==> src/rtl/con_seq_pkg.sv <==
// Shared types for the con_seq multi-cycle control sequencer: FSM states,
// latched memory-class encoding, memory-address mux codes and the opcode strobe bundle.
package con_seq_pkg;

   typedef enum logic [2:0] {IDLE, FETCH, EXEC, MEM, HALT} state_t;

   typedef enum logic [1:0] {LOAD, STORE, JUMP} mclass_t;

   localparam logic [1:0] MADD_PC   = 2'b00;
   localparam logic [1:0] MADD_MOVC = 2'b01;
   localparam logic [1:0] MADD_MOVB = 2'b10;

   typedef struct packed {
      logic mova;
      logic movb;
      logic movc;
      logic add;
      logic sub;
      logic and1;
      logic not1;
      logic rsr;
      logic rsl;
      logic jmp;
      logic jz;
      logic jc;
      logic in1;
      logic out1;
      logic nop;
      logic halt;
   } op_t;

   // Instructions that need a second RAM access (data or jump target) after EXEC.
   function automatic logic needs_mem(input op_t op, input logic z, input logic c);
      return op.movb | op.movc | op.jmp | (op.jz & z) | (op.jc & c);
   endfunction

   function automatic mclass_t mem_class(input op_t op);
      if (op.movc)      return LOAD;
      else if (op.movb) return STORE;
      else              return JUMP;
   endfunction

endpackage

==> src/rtl/con_seq_out.sv <==
// Combinational control-strobe decode for con_seq: maps state, latched memory
// class, opcode strobes, flags and the RAM handshake onto the datapath controls.
module con_seq_out
   import con_seq_pkg::*;
(
   input  state_t     i_state,
   input  mclass_t    i_mclass,
   input  op_t        i_op,
   input  logic       i_legal,
   input  logic       i_z,
   input  logic       i_c,
   input  logic       i_mem_ack,
   output logic [1:0] o_madd,
   output logic       o_pc_ld,
   output logic       o_pc_inc,
   output logic       o_ir_ld,
   output logic       o_ram_dl,
   output logic       o_ram_xl,
   output logic       o_alu_m,
   output logic       o_shi_fbus,
   output logic       o_shi_flbus,
   output logic       o_shi_frbus,
   output logic       o_cf_en,
   output logic       o_zf_en,
   output logic       o_in_en,
   output logic       o_out_en,
   output logic       o_reg_we,
   output logic       o_halted,
   output logic       o_illegal
);

   always_comb begin
      o_madd      = MADD_PC;
      o_pc_ld     = 1'b0;
      o_pc_inc    = 1'b0;
      o_ir_ld     = 1'b0;
      o_ram_dl    = 1'b0;
      o_ram_xl    = 1'b0;
      o_alu_m     = 1'b0;
      o_shi_fbus  = 1'b0;
      o_shi_flbus = 1'b0;
      o_shi_frbus = 1'b0;
      o_cf_en     = 1'b0;
      o_zf_en     = 1'b0;
      o_in_en     = 1'b0;
      o_out_en    = 1'b0;
      o_reg_we    = 1'b1;
      o_halted    = 1'b0;
      o_illegal   = 1'b0;
      case (i_state)
         FETCH: begin
            o_ram_dl = 1'b1;
            o_ir_ld  = i_mem_ack;
            o_pc_inc = i_mem_ack;
         end
         EXEC: begin
            o_illegal = ~i_legal;
            // Illegal decodes fall through as nop: every strobe stays at its default.
            if (i_legal && !(i_op.nop || i_op.halt)) begin
               o_reg_we    = ~(i_op.mova | i_op.add | i_op.sub | i_op.and1 |
                               i_op.not1 | i_op.rsr | i_op.rsl | i_op.in1);
               o_alu_m     = i_op.add | i_op.sub | i_op.and1 | i_op.not1;
               o_shi_fbus  = i_op.mova | i_op.add | i_op.sub | i_op.and1 |
                             i_op.not1 | i_op.out1;
               o_shi_flbus = i_op.rsl;
               o_shi_frbus = i_op.rsr;
               o_cf_en     = i_op.add | i_op.sub | i_op.rsr | i_op.rsl;
               o_zf_en     = i_op.add | i_op.sub;
               o_in_en     = i_op.in1;
               o_out_en    = i_op.out1;
               o_pc_inc    = (i_op.jz & ~i_z) | (i_op.jc & ~i_c);
            end
         end
         MEM: begin
            case (i_mclass)
               LOAD: begin
                  o_madd   = MADD_MOVC;
                  o_ram_dl = 1'b1;
                  o_reg_we = ~i_mem_ack;
               end
               STORE: begin
                  o_madd     = MADD_MOVB;
                  o_ram_xl   = 1'b1;
                  o_shi_fbus = 1'b1;
               end
               default: begin
                  o_ram_dl = 1'b1;
                  o_pc_ld  = i_mem_ack;
               end
            endcase
         end
         HALT: o_halted = 1'b1;
         default: ;
      endcase
   end

endmodule

==> src/rtl/con_seq.sv <==
// Multi-cycle control sequencer for the model CPU: IDLE/FETCH/EXEC/MEM/HALT
// state machine with a RAM handshake, latched memory class and retired-instruction counter.
module con_seq
   import con_seq_pkg::*;
#(
   parameter int IR_W    = 8,
   parameter int RA_W    = 2,
   parameter int ALU_S_W = 4,
   parameter int CNT_W   = 16
) (
   input  logic               clk,
   input  logic               rst_n,
   input  logic               run,
   input  logic               mova,
   input  logic               movb,
   input  logic               movc,
   input  logic               add,
   input  logic               sub,
   input  logic               and1,
   input  logic               not1,
   input  logic               rsr,
   input  logic               rsl,
   input  logic               jmp,
   input  logic               jz,
   input  logic               jc,
   input  logic               in1,
   input  logic               out1,
   input  logic               nop,
   input  logic               halt,
   input  logic [IR_W-1:0]    ir,
   input  logic               z,
   input  logic               c,
   input  logic               mem_ack,
   output logic [RA_W-1:0]    reg_ra,
   output logic [RA_W-1:0]    reg_wa,
   output logic [ALU_S_W-1:0] alu_s,
   output logic [1:0]         madd,
   output logic               pc_ld,
   output logic               pc_inc,
   output logic               ir_ld,
   output logic               ram_dl,
   output logic               ram_xl,
   output logic               alu_m,
   output logic               shi_fbus,
   output logic               shi_flbus,
   output logic               shi_frbus,
   output logic               cf_en,
   output logic               zf_en,
   output logic               in_en,
   output logic               out_en,
   output logic               reg_we,
   output logic               halted,
   output logic               illegal,
   output logic [CNT_W-1:0]   instr_cnt
);

   state_t           r_state;
   state_t           w_next;
   mclass_t          r_mclass;
   logic [CNT_W-1:0] r_instr_cnt;
   op_t              w_op;
   logic             w_legal;
   logic             w_mem;
   logic             w_retire;

   assign w_op    = '{mova: mova, movb: movb, movc: movc, add: add, sub: sub,
                      and1: and1, not1: not1, rsr: rsr, rsl: rsl, jmp: jmp,
                      jz: jz, jc: jc, in1: in1, out1: out1, nop: nop, halt: halt};
   assign w_legal = $onehot(w_op);
   assign w_mem   = w_legal && needs_mem(w_op, z, c);

   assign reg_ra    = ir[RA_W-1:0];
   assign reg_wa    = ir[2*RA_W-1:RA_W];
   assign alu_s     = ir[IR_W-1 -: ALU_S_W];
   assign instr_cnt = r_instr_cnt;

   always_comb begin
      w_next   = r_state;
      w_retire = 1'b0;
      case (r_state)
         IDLE:  if (run) w_next = FETCH;
         FETCH: if (mem_ack) w_next = EXEC;
         EXEC: begin
            if (w_legal && w_op.halt) w_next = HALT;
            else if (w_mem)           w_next = MEM;
            else                      w_retire = 1'b1;
         end
         MEM:   if (mem_ack) w_retire = 1'b1;
         HALT:  w_next = HALT;
         default: w_next = IDLE;
      endcase
      // run is only consulted at the instruction boundary.
      if (w_retire) w_next = run ? FETCH : IDLE;
   end

   always_ff @(posedge clk or negedge rst_n) begin
      if (!rst_n) begin
         r_state     <= IDLE;
         r_mclass    <= LOAD;
         r_instr_cnt <= '0;
      end else begin
         r_state <= w_next;
         if (r_state == EXEC) r_mclass <= mem_class(w_op);
         if (w_retire) r_instr_cnt <= r_instr_cnt + CNT_W'(1);
      end
   end

   con_seq_out u_out (
      .i_state     (r_state),
      .i_mclass    (r_mclass),
      .i_op        (w_op),
      .i_legal     (w_legal),
      .i_z         (z),
      .i_c         (c),
      .i_mem_ack   (mem_ack),
      .o_madd      (madd),
      .o_pc_ld     (pc_ld),
      .o_pc_inc    (pc_inc),
      .o_ir_ld     (ir_ld),
      .o_ram_dl    (ram_dl),
      .o_ram_xl    (ram_xl),
      .o_alu_m     (alu_m),
      .o_shi_fbus  (shi_fbus),
      .o_shi_flbus (shi_flbus),
      .o_shi_frbus (shi_frbus),
      .o_cf_en     (cf_en),
      .o_zf_en     (zf_en),
      .o_in_en     (in_en),
      .o_out_en    (out_en),
      .o_reg_we    (reg_we),
      .o_halted    (halted),
      .o_illegal   (illegal)
   );

endmodule

==> config.mk <==
export PLATFORM = sky130hd
export DESIGN_NAME = con_seq
export DESIGN_NICKNAME = d
export VERILOG_FILES = /design/src/rtl/con_seq_pkg.sv /design/src/rtl/con_seq_out.sv /design/src/rtl/con_seq.sv
export SDC_FILE = /design/constraint.sdc
export NUM_CORES = 1
export LEC_CHECK = 0
export BUFFER_PORTS_ARGS = -buffer_cell sky130_fd_sc_hd__buf_2
export CAP_MARGIN = 20
export CORE_MARGIN = 8
export CORE_UTILIZATION = 53
export CTS_BUF_LIST = sky130_fd_sc_hd__clkbuf_8
export DETAILED_ROUTE_END_ITERATION = 7
export PLACE_DENSITY = 0.87
export SLEW_MARGIN = 20
export SYNTH_ARGS = -nofsm -noshare
export SYNTH_HDL_FRONTEND = slang
export SYNTH_SLANG_ARGS = --single-unit
==> constraint.sdc <==
create_clock -name clk -period 16.3 [get_ports clk]
set_clock_uncertainty 0.1 [all_clocks]
set_input_delay 4.075 -clock clk [delete_from_list [all_inputs] [get_ports clk]]
set_output_delay 4.075 -clock clk [all_outputs]
set_load 0.1 [all_outputs]
==> out/metrics.cfg, run 1 <==
[status]
outcome=complete, no violations

[detailed_routing]
routed_via_density=5.40
ant_nets=0
drt_iter0_drc=75
dr_total_vias=1448
drt_wl_total_mm=4.09
drc=0
first_pass_iters=4
routedWlPerCell_um=15.2

[worst_setup_path]
crit_required_ns=12.12
crit_buf_inv=6
startpoint_type=input pin
crit_path_cell_trace=buf_2 -> inv_1 -> fa_1 -> inv_1 -> fa_1 -> fa_1 -> inv_1 -> fa_1 -> inv_1 -> ha_1 -> fa_1 -> or4b_4 -> a21oi_4 -> nand2_2 -> nor4_1 -> and2_1 -> buf_2
arrival_ns=9.04
critPathSlowestCell=nor4_1
crit_path_max_incr_delay_ns=0.59
critical_path_class=input pin to output pin
cp_max_fo=5
crit_top_cell=fa_1
end_kind=output pin
critPathTopFamily=adder cells

[global_route]
grt_start_max_net_pins=22
antenna_found_initial=0
use_met2_pct=28.4
met1_usage_pct=16.9
overflow=0
globalRouteMet3Util_pct=3.98
grt.busiest_layer=met2
grt_pass1_vias=1490
grt_pass1_wl_mm=6.71
grt_use_total_pct=15.5

[clock_network]
root_buffer=clkbuf_8
cts_setup_buffers=0
cts.sinks=21
clk_path_buf_depth=2
postCtsHoldBufs=0
cts_max_level=1
clk_pin_slew_worst_paths_ns=0.08
cts-buffers-inserted=3
worstSkewPairLatency_ns=0.25
cts.repair.resized=0
cts_tree=yes

[synth]
mappedNetlistNets=226
yosys.area.top_type=dfrtp_1
synth_area_leaders=dfrtp_1 (31%), fa_1 (12%), xnor2_1 (7.7%)
muxShareOfSynthArea_pct=0.660
ys_types=43
yosys.area_share.simple_pct=16.4
ys_seq_area_share_pct=30.8
synth_edf_count=0
netlist.area_leader.share_pct=30.8
yosysWarnings=0
synth_top_family_by_area=simple AND/OR/NAND/NOR gates
yosys.area_share.xor_xnor_pct=7.70
synthArstFlopShare_pct=100
synth_flop_cell=dfrtp_1
ys_seq_elements=21
synth_adder_area_share_pct=16.1
synth_area_per_cell_um2=9.48
synth_compound_area_share_pct=16.3
syn_inst=180
synthesis.area_um2=1710

[timing]
clock.fmax_mhz=75.7
timing.final.crit_share_pct=81.1
setup_viol_count_final=0
maxSlewViolCount=0
hold_slack_ns=0.367
tns_ns=0
rsz0062_at_grt=no
hold_violations=0
max-slew-margin-rel_pct=30.8
period_minus_slack_ns=13.21
tightest_slew_ns=1.03

[finish]
syn2layout_area_growth_pct=16.2
finish.utilization_pct=65.0
fin_nets=271
fillCellCount=270
n_antenna_cell=0
drive_gt1_share_pct=30.8

[flow_run]
maxCapViolCount=0

[pwr]
ir_drop_v=0.000123
p_leak_nw=1.02
powerDensity_nw_per_um2=188

[floorplanning]
core_area_um2=3050
dieArea_um2=5290
die_y_um=72.7
fp.dieW_um=72.7
io_pins=72
rows=20
start_util_pct=55.9

[placement]
port_buffers=55
dpl.hpwl_mm=3.34
routabilityCongestion=0.913

[hold_path]
hold_path_class=flop to flop

-- state kept, by name, summed over array words and instances, names as in the netlist --
signal / cells
instr_cnt: 16
r_state: 3
r_mclass: 2
-- per-layer routing --
| layer | part of all wire (%) | wire length, µm |
|---|---|---|
| met5 | 0 | 0 |
| met4 | 1.0 | 42 |
| met3 | 6.5 | 267 |
| met2 | 53 | 2180 |
| met1 | 39 | 1590 |
-- stage by stage --
stage,power [mW],setup slack (ns),area (µm²),instances
final,0.372,3.09,1980,268
after floorplan,0.306,2.66,1710,180
after global placement,0.332,3.19,1940,264
after global routing,0.394,2.90,1980,268
after detailed placement,0.338,3.09,1940,264
after CTS,0.373,3.09,1980,268
-- cell type report --
| type | count | area (µm²) | share of cell area, % |
|---|---|---|---|
| clock inverters | 1 | 5.00 | 0.252 |
| multi-input cells | 116 | 976 | 49.2 |
| clock buffers | 3 | 41.3 | 2.08 |
| inverters | 28 | 105 | 5.30 |
| flip-flops and latches | 21 | 526 | 26.5 |
| well taps | 44 | 55.1 | 2.78 |
| repair buffers | 55 | 275 | 13.9 |
-- layout by cell type (no fill, tap or decap), types with 4 or more instances in the layout --
master,Yosys,routed
xnor2_1,15,15
buf_2,2,55
and3_1,6,6
nor4_1,4,4
nand2_1,6,6
o21ai_0,5,5
fa_1,10,10
nand3_1,5,5
dfrtp_1,21,21
inv_1,28,28
ha_1,6,6
nor2_1,12,12
o2111ai_1,10,10
-- kinds of logic (layout without fill, tap and decap cells) --
group                    after synthesis  count (layout)
multiplexers                           1               1
adder cells (fa/ha/maj)               16              16
flip-flops                            21              21
buffers and inverters                 43              87
AND/OR/NAND/NOR                       50              50
XOR/XNOR                              15              15
AO/OA/AOI/OAI                         34              34
-- worst register-to-register path, stage by stage, from the launching register on --
cell and delay [ns]:
dfrtp_1 0.42, nand2b_1 0.32, nor2_1 0.86, nor2_1 0.21, mux2_2 0.32
-- Yosys cell counts (all sizes together) (2+ instances only) --
master and instances:
o2111ai 10, xnor2 15, clkbuf 3, a21oi 5, nor3 3, a31oi 2, nand2 7, o21ai 5
inv 28, o211ai 2, nor3b 2, fa 10, nand3 5, dfrtp 21, and2 2, buf 12
a22oi 2, nor2 12, ha 6, and3 6, nor4 4, nand2b 3, o22ai 2
-- final timing paths --
kind | start | end | slack, ns | depth (start not counted)
min in group asynchronous | rst_n | instr_cnt[5] | 3.66 | 1
max in group asynchronous | rst_n | r_mclass[0] | 12.13 | 1
min reg2reg | instr_cnt[15] | instr_cnt[15] | 0.37 | 1
max | and1 | out_en | 3.09 | 17
max reg2reg | r_state[2] | instr_cnt[1] | 13.96 | 4
min | instr_cnt[15] | instr_cnt[15] | 0.37 | 1
-- power by group --
part	internal (mW)	switching [mW]	total, mW
Clock	0.0170	0.0164	0.0333
Sequential	0.0643	0.0186	0.0829
Combinational	0.0600	0.196	0.256
Total	0.141	0.231	0.372
Power figures use the tool's default switching activity.
==> inputs of run 2 (changes only) <==
--- a/config.mk
+++ b/config.mk
@@ -8,10 +8,10 @@
 export BUFFER_PORTS_ARGS = -buffer_cell sky130_fd_sc_hd__buf_2
 export CAP_MARGIN = 20
 export CORE_MARGIN = 8
-export CORE_UTILIZATION = 53
+export CORE_UTILIZATION = 50
 export CTS_BUF_LIST = sky130_fd_sc_hd__clkbuf_8
 export DETAILED_ROUTE_END_ITERATION = 7
-export PLACE_DENSITY = 0.87
+export PLACE_DENSITY = 0.83
 export SLEW_MARGIN = 20
 export SYNTH_ARGS = -nofsm -noshare
 export SYNTH_HDL_FRONTEND = slang
==> constraint.sdc (replaced) <==
create_clock -name clk -period 12.7 [get_ports clk]
set_clock_uncertainty 0.1 [all_clocks]
set_input_delay 3.175 -clock clk [delete_from_list [all_inputs] [get_ports clk]]
set_output_delay 3.175 -clock clk [all_outputs]
set_load 0.1 [all_outputs]
==> run 2 against run 1 <==
Critical path depth did not move. Total power rose by 27%. First-iteration DRC count rose by 24%. Register-to-register slack got worse by 3.6 ns. Via count rose by 0.48%. Final area rose by 0.13%. Count of clock-buffer cells in the layout did not move. Wire length fell by 4.0%. Clock power rose by 28%. Die area rose by 4.7%. Sequential cell count did not move. Global-route usage fell by 0.90 points. Largest power group unchanged.
==> out/metrics.cfg, run 2 (synthesis gave the netlist of run 1 again) <==
[timing]
tns_ns=0  ; unchanged
clock.fmax_mhz=88.6
max-slew-margin-rel_pct=30.5  ; -0.34 points
setup_viol_count_final=0  ; unchanged
timing.final.crit_share_pct=88.9
hold_violations=0  ; unchanged
rsz0062_at_grt=no
period_minus_slack_ns=11.29
maxSlewViolCount=0  ; unchanged
tightest_slew_ns=1.04  ; +0.00504 ns

[hold_path]
hold_path_class=flop to flop
worstHoldPathCells=1  ; unchanged
min_to=instr_cnt[15]
hold_start=instr_cnt[15]

[clock_network]
cts.repair.resized=0  ; unchanged
worstSkewPairLatency_ns=0.26  ; about the same
root_buffer=clkbuf_8
cts_tree=yes
cts_setup_buffers=0  ; unchanged
cts-buffers-inserted=3  ; unchanged
clk_path_buf_depth=2  ; unchanged
cts.sinks=21  ; unchanged
cts_max_level=1  ; unchanged
postCtsHoldBufs=0  ; unchanged
clk_pin_slew_worst_paths_ns=0.07  ; about the same

[global_route]
antenna_found_initial=0  ; unchanged
grt_use_total_pct=14.6  ; -0.90 points
grt_start_max_net_pins=22  ; unchanged
grt_pass1_wl_mm=6.53  ; -2.6%
overflow=0  ; unchanged
grt_pass1_vias=1403  ; -5.8%

[detailed_routing]
drt_iter0_drc=93  ; +24%
dr_total_vias=1455  ; +0.48%
routedWlPerCell_um=14.5  ; -4.7%
drt_wl_total_mm=3.92  ; -4.0%
ant_nets=0  ; unchanged
routed_via_density=5.39  ; -0.26%
first_pass_iters=4  ; unchanged
drc=0  ; unchanged

[finish]
drive_gt1_share_pct=30.8  ; unchanged
largest_reg_flops=16  ; unchanged
final_common_cell=buf_2
n_antenna_cell=0  ; unchanged
syn2layout_area_growth_pct=16.3
fin_nets=271  ; unchanged
instances_no_fill=270  ; +0.75%
mostFrequentLayoutCells=buf_2 (55), inv_1 (28), dfrtp_1 (21), xnor2_1 (15), nor2_1 (12)

[worst_setup_path]
cp.depth=17  ; unchanged
crit_path_cell_trace=buf_2 -> fa_1 -> inv_1 -> fa_1 -> inv_1 -> fa_1 -> inv_1 -> fa_1 -> inv_1 -> ha_1 -> fa_1 -> or4b_4 -> a21oi_4 -> nand2_2 -> nor4_1 -> and2_1 -> buf_2
end_kind=output pin
reg2regPathDepth=4  ; unchanged
r2r-start=r_state[2]
crit_path_max_incr_delay_ns=0.53  ; -0.06 ns
rr_endpoint=instr_cnt[1]
crit_top_cell=fa_1
critPathTopFamily=adder cells
crit_required_ns=9.43  ; -2.69 ns
crit_buf_inv=6  ; unchanged
startpoint_type=input pin
cp_max_fo=5  ; unchanged
rrSetupSlack_ns=10.41  ; -3.55 ns
arrival_ns=8.02  ; -1.02 ns
critical_path_class=input pin to output pin
critPathSlowestCell=fa_1

[floorplanning]
core_area_um2=3310  ; +8.4%
rows=21  ; +5.0%
fp.dieW_um=74.4  ; +2.3%
die_y_um=74.4  ; +2.3%
io_pins=72  ; unchanged
start_util_pct=51.5  ; -4.4 points
dieArea_um2=5540  ; +4.7%

[flow_run]
maxCapViolCount=0  ; unchanged

[pwr]
powerDensity_nw_per_um2=239  ; +27%
p_leak_nw=1.02  ; unchanged
ir_drop_v=0.000185  ; +51%

[placement]
dpl.hpwl_mm=3.19  ; -4.5%
port_buffers=55  ; unchanged
routabilityCongestion=0.848  ; -7.1%
dp.cells=266  ; +0.76%

[status]
outcome=complete, no violations

## run 2: area by class of cell
class / count / area, µm²
fill: 303 / 1330
multi-input combinational: 116 / 976
sequential: 21 / 526
timing repair buffer: 55 / 275
inverter: 28 / 105
tap: 46 / 57.6
clock buffer: 3 / 41.3
clock inverter: 1 / 5.00
## run 2: layer usage
layer  global-route usage (%)  up-vias  part of all wire (%)
met2                     25.0       36                    52
met5                        0        -                     0
li1                         -      698                     -
met1                     18.4      715                    42
met3                     3.10        6                   5.4
met4                     3.04        0                  0.92
## run 2: metrics by stage
stage | instance area [µm²] | hold WS, ns | utilization, % | power (mW) | setup WS [ns]
3_5_place_dp | 1940 | 0.366 | 58.6 | 0.433 | 1.40
2_1_floorplan | 1710 | 0.344 | - | 0.392 | 0.865
5_1_grt | 1990 | 0.403 | 60.0 | 0.501 | 1.11
4_1_cts | 1990 | 0.380 | 60.0 | 0.476 | 1.40
6_report | 1990 | 0.378 | 60.0 | 0.474 | 1.41
3_3_place_gp | 1940 | 0.356 | 58.6 | 0.426 | 1.49
## run 2: worst max-delay path by stage
stage               start        end
floorplan            and1      alu_m
global placement       jc  shi_flbus
detailed placement     jc      cf_en
CTS                    jc     out_en
global route         and1  shi_flbus
finish                 jc     out_en
## run 2: where the power goes
group          switching [mW]  internal (mW)
Combinational           0.249         0.0766
Sequential             0.0229         0.0826
Clock                  0.0206         0.0218
Total                   0.293          0.181
